`src/rtl/imem_loader.sv`:
```
// Boot loader: takes a length-prefixed byte stream, writes it into imem from
// address 0, and keeps the processor in reset until the payload is complete.
module imem_loader #(
    parameter int ADDR_WIDTH = 8
) (
    input  logic                  clk_i,
    input  logic                  reset_i,
    input  logic [7:0]            in_data_i,
    input  logic                  in_valid_i,
    output logic                  in_ready_o,
    input  logic                  restart_i,
    output logic                  mem_we_o,
    output logic [ADDR_WIDTH-1:0] mem_addr_o,
    output logic [7:0]            mem_wdata_o,
    output logic                  cpu_reset_o,
    output logic                  done_o,
    output logic                  error_o
);
    // state   | meaning
    // LEN_HI  | waiting for length header high byte
    // LEN_LO  | waiting for length header low byte, then decode
    // LOAD    | writing payload bytes to imem
    // FLUSH   | last write presented, processor still in reset
    // RUN     | program loaded, processor released
    // ERROR   | bad header, sticky until restart or reset
    typedef enum logic [2:0] {
        S_LEN_HI, S_LEN_LO, S_LOAD, S_FLUSH, S_RUN, S_ERROR
    } state_e;

    localparam logic [16:0] DEPTH = 17'(2 ** ADDR_WIDTH);

    state_e                state_q, state_d;
    logic [15:0]           len_q, len_d;
    logic [ADDR_WIDTH:0]   cnt_q, cnt_d;
    logic                  ready_q, ready_d;
    logic                  we_q, we_d;
    logic [ADDR_WIDTH-1:0] addr_q, addr_d;
    logic [7:0]            wdata_q, wdata_d;
    logic                  cpu_reset_q, cpu_reset_d;
    logic                  done_q, done_d;
    logic                  error_q, error_d;
    logic                  xfer;
    logic [15:0]           len_full;

    always_ff @(posedge clk_i or posedge reset_i) begin
        if (reset_i) begin
            state_q     <= S_LEN_HI;
            len_q       <= '0;
            cnt_q       <= '0;
            ready_q     <= 1'b0;
            we_q        <= 1'b0;
            addr_q      <= '0;
            wdata_q     <= '0;
            cpu_reset_q <= 1'b1;
            done_q      <= 1'b0;
            error_q     <= 1'b0;
        end else begin
            state_q     <= state_d;
            len_q       <= len_d;
            cnt_q       <= cnt_d;
            ready_q     <= ready_d;
            we_q        <= we_d;
            addr_q      <= addr_d;
            wdata_q     <= wdata_d;
            cpu_reset_q <= cpu_reset_d;
            done_q      <= done_d;
            error_q     <= error_d;
        end
    end

    always_comb begin
        state_d  = state_q;
        len_d    = len_q;
        cnt_d    = cnt_q;
        we_d     = 1'b0;
        addr_d   = addr_q;
        wdata_d  = wdata_q;
        xfer     = in_valid_i && ready_q;
        len_full = {len_q[15:8], in_data_i};

        case (state_q)
            S_LEN_HI: begin
                if (xfer) begin
                    len_d[15:8] = in_data_i;
                    state_d     = S_LEN_LO;
                end
            end
            S_LEN_LO: begin
                if (xfer) begin
                    len_d = len_full;
                    cnt_d = '0;
                    if (({1'b0, len_full} > DEPTH) || (len_full[1:0] != 2'b00))
                        state_d = S_ERROR;
                    else if (len_full == 16'd0)
                        state_d = S_FLUSH;
                    else
                        state_d = S_LOAD;
                end
            end
            S_LOAD: begin
                if (xfer) begin
                    we_d    = 1'b1;
                    addr_d  = cnt_q[ADDR_WIDTH-1:0];
                    wdata_d = in_data_i;
                    cnt_d   = cnt_q + 1'b1;
                    if (16'(cnt_q) == len_q - 16'd1)
                        state_d = S_FLUSH;
                end
            end
            S_FLUSH: state_d = S_RUN;
            S_RUN, S_ERROR: begin
                if (restart_i)
                    state_d = S_LEN_HI;
            end
            default: state_d = S_LEN_HI;
        endcase

        // Status outputs follow the next state so they are registered with it.
        ready_d     = (state_d == S_LEN_HI) || (state_d == S_LEN_LO) || (state_d == S_LOAD);
        cpu_reset_d = (state_d != S_RUN);
        done_d      = (state_d == S_RUN);
        error_d     = (state_d == S_ERROR);
    end

    assign in_ready_o  = ready_q;
    assign mem_we_o    = we_q;
    assign mem_addr_o  = addr_q;
    assign mem_wdata_o = wdata_q;
    assign cpu_reset_o = cpu_reset_q;
    assign done_o      = done_q;
    assign error_o     = error_q;
endmodule

```
`config.mk`:
```
export PLATFORM = sky130hd
export DESIGN_NAME = imem_loader
export DESIGN_NICKNAME = d
export VERILOG_FILES = /design/src/rtl/imem_loader.sv
export SDC_FILE = /design/constraint.sdc
export NUM_CORES = 1
export LEC_CHECK = 0
export BUFFER_PORTS_ARGS = -buffer_cell sky130_fd_sc_hd__buf_2
export CAP_MARGIN = 5
export CORE_MARGIN = 3
export CORE_UTILIZATION = 56
export CTS_CLUSTER_SIZE = 8
export DETAILED_ROUTE_END_ITERATION = 10
export PLACE_DENSITY = 0.75
export SLEW_MARGIN = 20
export SYNTH_ARGS = -nofsm -noshare
export SYNTH_HDL_FRONTEND = slang
export SYNTH_SLANG_ARGS = --single-unit
```
`constraint.sdc`:
```
create_clock -name clk_i -period 2.9 [get_ports clk_i]
set_clock_uncertainty 0.05 [all_clocks]
set_input_delay 0.435 -clock clk_i [delete_from_list [all_inputs] [get_ports clk_i]]
set_output_delay 0.435 -clock clk_i [all_outputs]
set_load 0.02 [all_outputs]
```
# ---- Word level (Yosys, flattened, before mapping)
# Cells that the tools add are included.
dict set report op_classes {
  n_reduce_logical 14
  n_lt_le_gt_ge 1
  bitwise 1
  mux 15
  n_eq_ne 13
  addsub 2
}
# operator count
set op_table {}
lappend op_table {{two-way mux 3 bit} 6}
lappend op_table {{two-way mux 9 bit} 2}
lappend op_table {{case mux 9 bit (2 select lines)} 1}
lappend op_table {{equality test 9 x 16 -> 1 bit} 1}
lappend op_table {{> comparator 16 x 9 -> 1 bit (second input constant)} 1}
lappend op_table {{logical NOT 16 bit} 1}
lappend op_table {{case mux 8 bit (2 select lines)} 1}
lappend op_table {{subtractor 16 x 1 -> 16 bit (second input constant)} 1}
lappend op_table {{case mux 3 bit (5 select lines)} 1}
lappend op_table {{equality test 3 bit (second input constant)} 4}
lappend op_table {{adder 9 x 1 -> 9 bit (second input constant)} 1}
lappend op_table {{equality test 3 x 2 -> 1 bit (second input constant)} 3}
lappend op_table {{two-way mux 8 bit} 1}
lappend op_table {{equality test 3 x 1 -> 1 bit (second input constant)} 2}
lappend op_table {{logical NOT 3 bit} 2}
lappend op_table {{AND reduction 3 bit} 2}
lappend op_table {{inequality test 2 bit (second input constant)} 2}
lappend op_table {{AND reduction 2 bit} 2}
lappend op_table {{nonzero test 2 bit} 2}
lappend op_table {{logical OR 1 bit} 3}
lappend op_table {{two-way mux 1 bit} 3}
lappend op_table {{inequality test 3 bit (second input constant)} 1}
lappend op_table {{OR reduction 2 bit} 1}
lappend op_table {{logical AND 1 bit} 1}
lappend op_table {{NOT 1 bit} 1}
dict set report word_totals {
  input_bits 12
  ff_bits 49
}

# ---- Depth between registers and ports, before layout
dict set report depth {
  depth_word 8
  mapped_depth 9
  depth_no_buf 8
}

# ---- Least setup slack after synthesis
# Ideal clock, no wire load.
dict set report synth_timing {
  kind {register to register}
  startpoint {reg len_q[0]}
  endpoint {reg ready_q, in the netlist in_ready_o}
  t_required_ps 2708
  setup_slack_ps 563
  t_arrival_ps 2144
  path_buffers 1
  synth_period_minus_slack_ps 2337
  stages_incl_launch_ff 10
  path_cell_list {dfrtp_1 inv_1 ha_1 nor2b_1 buf_6 or2_0 a211o_1 a211o_1 o41ai_2 a21oi_1}
}
dict set report synth_between {
  elab_chain_cells 8
}
# item line_no
set synth_rtl {}
lappend synth_rtl {{start, declared} 33} ;# logic [15:0] len_q, len_d;
lappend synth_rtl {{start signal, assigned} 59} ;# len_q <= len_d;
lappend synth_rtl {{subtractor 16 x 1 -> 16 bit *} 106} ;# if (16'(cnt_q) == len_q - 16'd1)
lappend synth_rtl {{equality test 9 x 16 -> 1 bit *} 106}
lappend synth_rtl {{two-way mux 3 bit *} 106}
lappend synth_rtl {{two-way mux 3 bit *} 101} ;# if (xfer) begin
lappend synth_rtl {{case mux 3 bit (5 select lines) *} 81} ;# case (state_q)
lappend synth_rtl {{net state_d[0]} 32} ;# state_e state_q, state_d;
lappend synth_rtl {{equality test 3 x 1 -> 1 bit or logical NOT 3 bit (tied branches)} 119} ;# ready_d = (state_d == S_LEN_HI) || (state_d == S_LEN_LO) || (state_d == S_LOAD);
lappend synth_rtl {{logical OR 1 bit} 119}
lappend synth_rtl {{logical OR 1 bit *} 119}
lappend synth_rtl {{net ready_d} 35} ;# logic ready_q, ready_d;
lappend synth_rtl {{end signal, assigned} 61} ;# ready_q <= ready_d;
lappend synth_rtl {{end, declared} 35}
# Mark *: on every way through the listed nets, which the timed path passes. The rest lies on a longest branch.
# A chain may end at the register's enable or synchronous reset.

# ---- Final worst setup path
# Same ends and word-level chain as after synthesis.

==> results.yml <==
sta:
  tightest_slew_ns: 0.9625
  post-route-period-util_pct: 91.76
  worst_slew_margin_rel_pct: 35.74
  min_period_ns: 2.661
  worst_slack_ns: 0.2390
  maxSlewViolCount: 0
  rsz0062_at_grt: "no"
  setup-tns-final_ns: 0
  clock.fmax_mhz: 375.8
  hold_viol_final: 0
  setup_violations: 0
logic_synthesis:
  synth_most_common_cell: "dfrtp_1"
  synth_area_leader_cell: "dfrtp_1"
  yosys-top-cells-area: "dfrtp_1, mux2_2, xor2_1"
  synth-warning-count: 0
  synth-simple-area-share_pct: 15.33
  synth_flop_cell: "dfrtp_1"
  synth_edf_count: 0
  synthMuxAreaShare_pct: 14.23
  ys_top_cells_by_count: "dfrtp_1, mux2_2, nor2_1, nand2_1, xor2_1"
  syn_nets: 221
  syn_inst: 207
  yosys_register_bits: 49
  ys_types: 45
  synth-xor-area-share_pct: 7.376
  synth_top_area_share_pct: 50.58
  syn_area_um2: 2375
  synth-compound-area-share_pct: 7.956
  synth_top_family_by_area: "simple AND/OR/NAND/NOR gates"
  seq_area_frac_synth_pct: 51.69
  ys_async_sr_fraction_pct: 100.0
  syn_area_per_cell_um2: 11.47
  synth_fa_ha_area_share_pct: 1.054
placement:
  gp_congestion: 0.9050
  placed_cell_area_um2: 2600
  place_ws_ns: 0.2680
  place_inst: 287
  place_hpwl_um: 3275
  port_buffers: 32
hold_path:
  holdCritPathClass: "input port to async pin"
clock_tree:
  cts_tree: "yes"
  cts_setup_buffers: 0
  ctsLongestPathBuffers: 2
  root_buffer: "clkbuf_8"
  path_clk_slew_ns: 0.09
  cts_resized: 0
  clock_sinks: 49
  hold_buffers: 0
  insertion_delay_ns: 0.30
  htreeDepth: 2
  numCtsBuffers: 5
power:
  p_leak_nw: 1.229
  power_density_nw_per_um2: 928.2
  swShare_pct: 37.11
  clkPwrFrac_pct: 17.2
  power_frac_comb_pct: 37.7
  p_seq_share_pct: 45.1
  intPower_w: 0.001577
  p_switching_w: 0.0009305
  vdd_drop_max_mv: 0.5284
  p_total_w: 0.002507
layout:
  nets: 258
  drive_above_1_share_pct: 33.88
  seq_area_um2: 1227
  fin_area_um2: 2701
  multiInputGateArea_um2: 1094
  diodes: 0
  fin_cells: 295
  fillers: 318
  area_delta_synth_final_pct: 13.75
detailed_routing:
  vias: 1720
  drc: 0
  initialDrtViolationCount: 133
  vias_per_cell: 5.831
  drt_pass1_iterations: 4
  avgRoutedWirePerCell_um: 15.62
  ant_nets: 0
  wirelength_um: 4609
die:
  row_count: 23
  start_util_pct: 58.53
  die_area_um2: 5058
  design.core.area_um2: 4058
  die_x_um: 71.12
  die_h_um: 71.12
  pin_count: 33
worst_setup_path:
  arrival_ns: 2.77
  path_class: "flop to flop"
  worst_setup_path_start_kind: "flop"
  path_max_fanout: 8
  slowest_delay_ns: 0.51
  crit_path_top_delay_cell: "o41ai_2"
  worstSetupEndpointType: "flop"
  worstPathCellList: "inv_1 > ha_1 > nor2b_1 > a211oi_1 > a211o_1 > a211o_1 > o41ai_2 > a21oi_1"
  cp.required_ns: 3.01
  crit_family: "compound AO/OA/AOI/OAI gates"
  crit_top_cell: "a211o_1"
  critical_path_buf_inv_count: 1
global_routing:
  antenna_found_initial: 0
  grt_max_degree: 50
  grt_pass1_vias: 1615
  grt_overflow: 0
  grt_usage_pct: 19.72
  grt_pass1_wl_um: 7769
run_status:
  status: "complete, no violations"
job:
  cap_violations: 0
[path summary, 6_finish.rpt]
kind / start / slack (ns) / to / cells after the start
max reg2reg: len_q[0] / 0.24 / in_ready_o / 8
min reg2reg: mem_addr_o[3] / 0.45 / mem_addr_o[3] / 1
min: reset_i / 0.30 / mem_wdata_o[0] / 2
max in group asynchronous: reset_i / 1.90 / cnt_q[5] / 2
max: len_q[0] / 0.24 / in_ready_o / 8
min in group clk_i: in_data_i[2] / 0.33 / len_q[2] / 3
[cell families after synthesis]
| kind of cell | Yosys count |
|---|---|
| AOI/OAI and AO/OA | 25 |
| xor gates and xnor gates | 20 |
| adders and majority gates | 2 |
| buffers and inverters | 13 |
| DFF | 49 |
| muxes | 30 |
| and+or+nand+nor | 68 |
[final cells by class]
cell class	instances	area share, %
Clock buffer	7	3.566
Tap cell	50	2.316
Clock inverter	1	0.1853
Inverter	7	0.9727
Sequential cell	49	45.44
Multi-Input combinational cell	145	40.48
Timing Repair Buffer	36	7.040
[state kept, by name, indices dropped and copies added (netlist names)]
signal / cells
cnt_q: 9
cpu_reset_o: 1
done_o: 1
error_o: 1
in_ready_o: 1
len_q: 16
mem_addr_o: 8
mem_wdata_o: 8
mem_we_o: 1
state_q: 3
[placed cells by master, fill, tap and decap left out, types with 3 or more instances in the layout]
cell type,count
nor3_1,3
dfrtp_1,48
and3_1,4
a21oi_1,3
or4_1,3
nand4_1,4
xor2_1,11
nor2_1,17
mux2_2,30
o21ai_0,4
buf_4,4
inv_1,6
clkbuf_8,7
nand2_1,13
xnor2_1,9
nor4_1,3
nand3_1,5
buf_2,32
[power by group through the flow]
stage	Clock [W]	Combinational, W	Sequential [W]
floorplan	0	0.000598	0.00121
finish	0.000431	0.000946	0.00113
global placement	0	0.000927	0.00113
global route	0.000469	0.00103	0.00117
CTS	0.000439	0.000952	0.00113
detailed placement	0	0.000946	0.00114
[stage by stage]
step | util, % | hold WS (ns)
after floorplan | - | 0.4411
after global placement | 64.08 | 0.4346
after detailed placement | 64.08 | 0.4405
after CTS | 66.57 | 0.3246
after global routing | 66.57 | 0.3420
final | 66.57 | 0.2981
[layer usage]
metal	vias up	wire, µm	track usage, %
li1	813	-	-
met1	841	2108	27.37
met3	11	208	3.693
met5	-	0	0
met2	55	2197	30.69
met4	0	95	7.933
[worst reg2reg max path, stage by stage (launching register included)]
cell,delay (ns)
dfrtp_1,0.41
inv_1,0.08
ha_1,0.16
nor2b_1,0.44
a211oi_1,0.15
a211o_1,0.29
a211o_1,0.30
o41ai_2,0.51
a21oi_1,0.13
(Power assumes the default switching activity.)
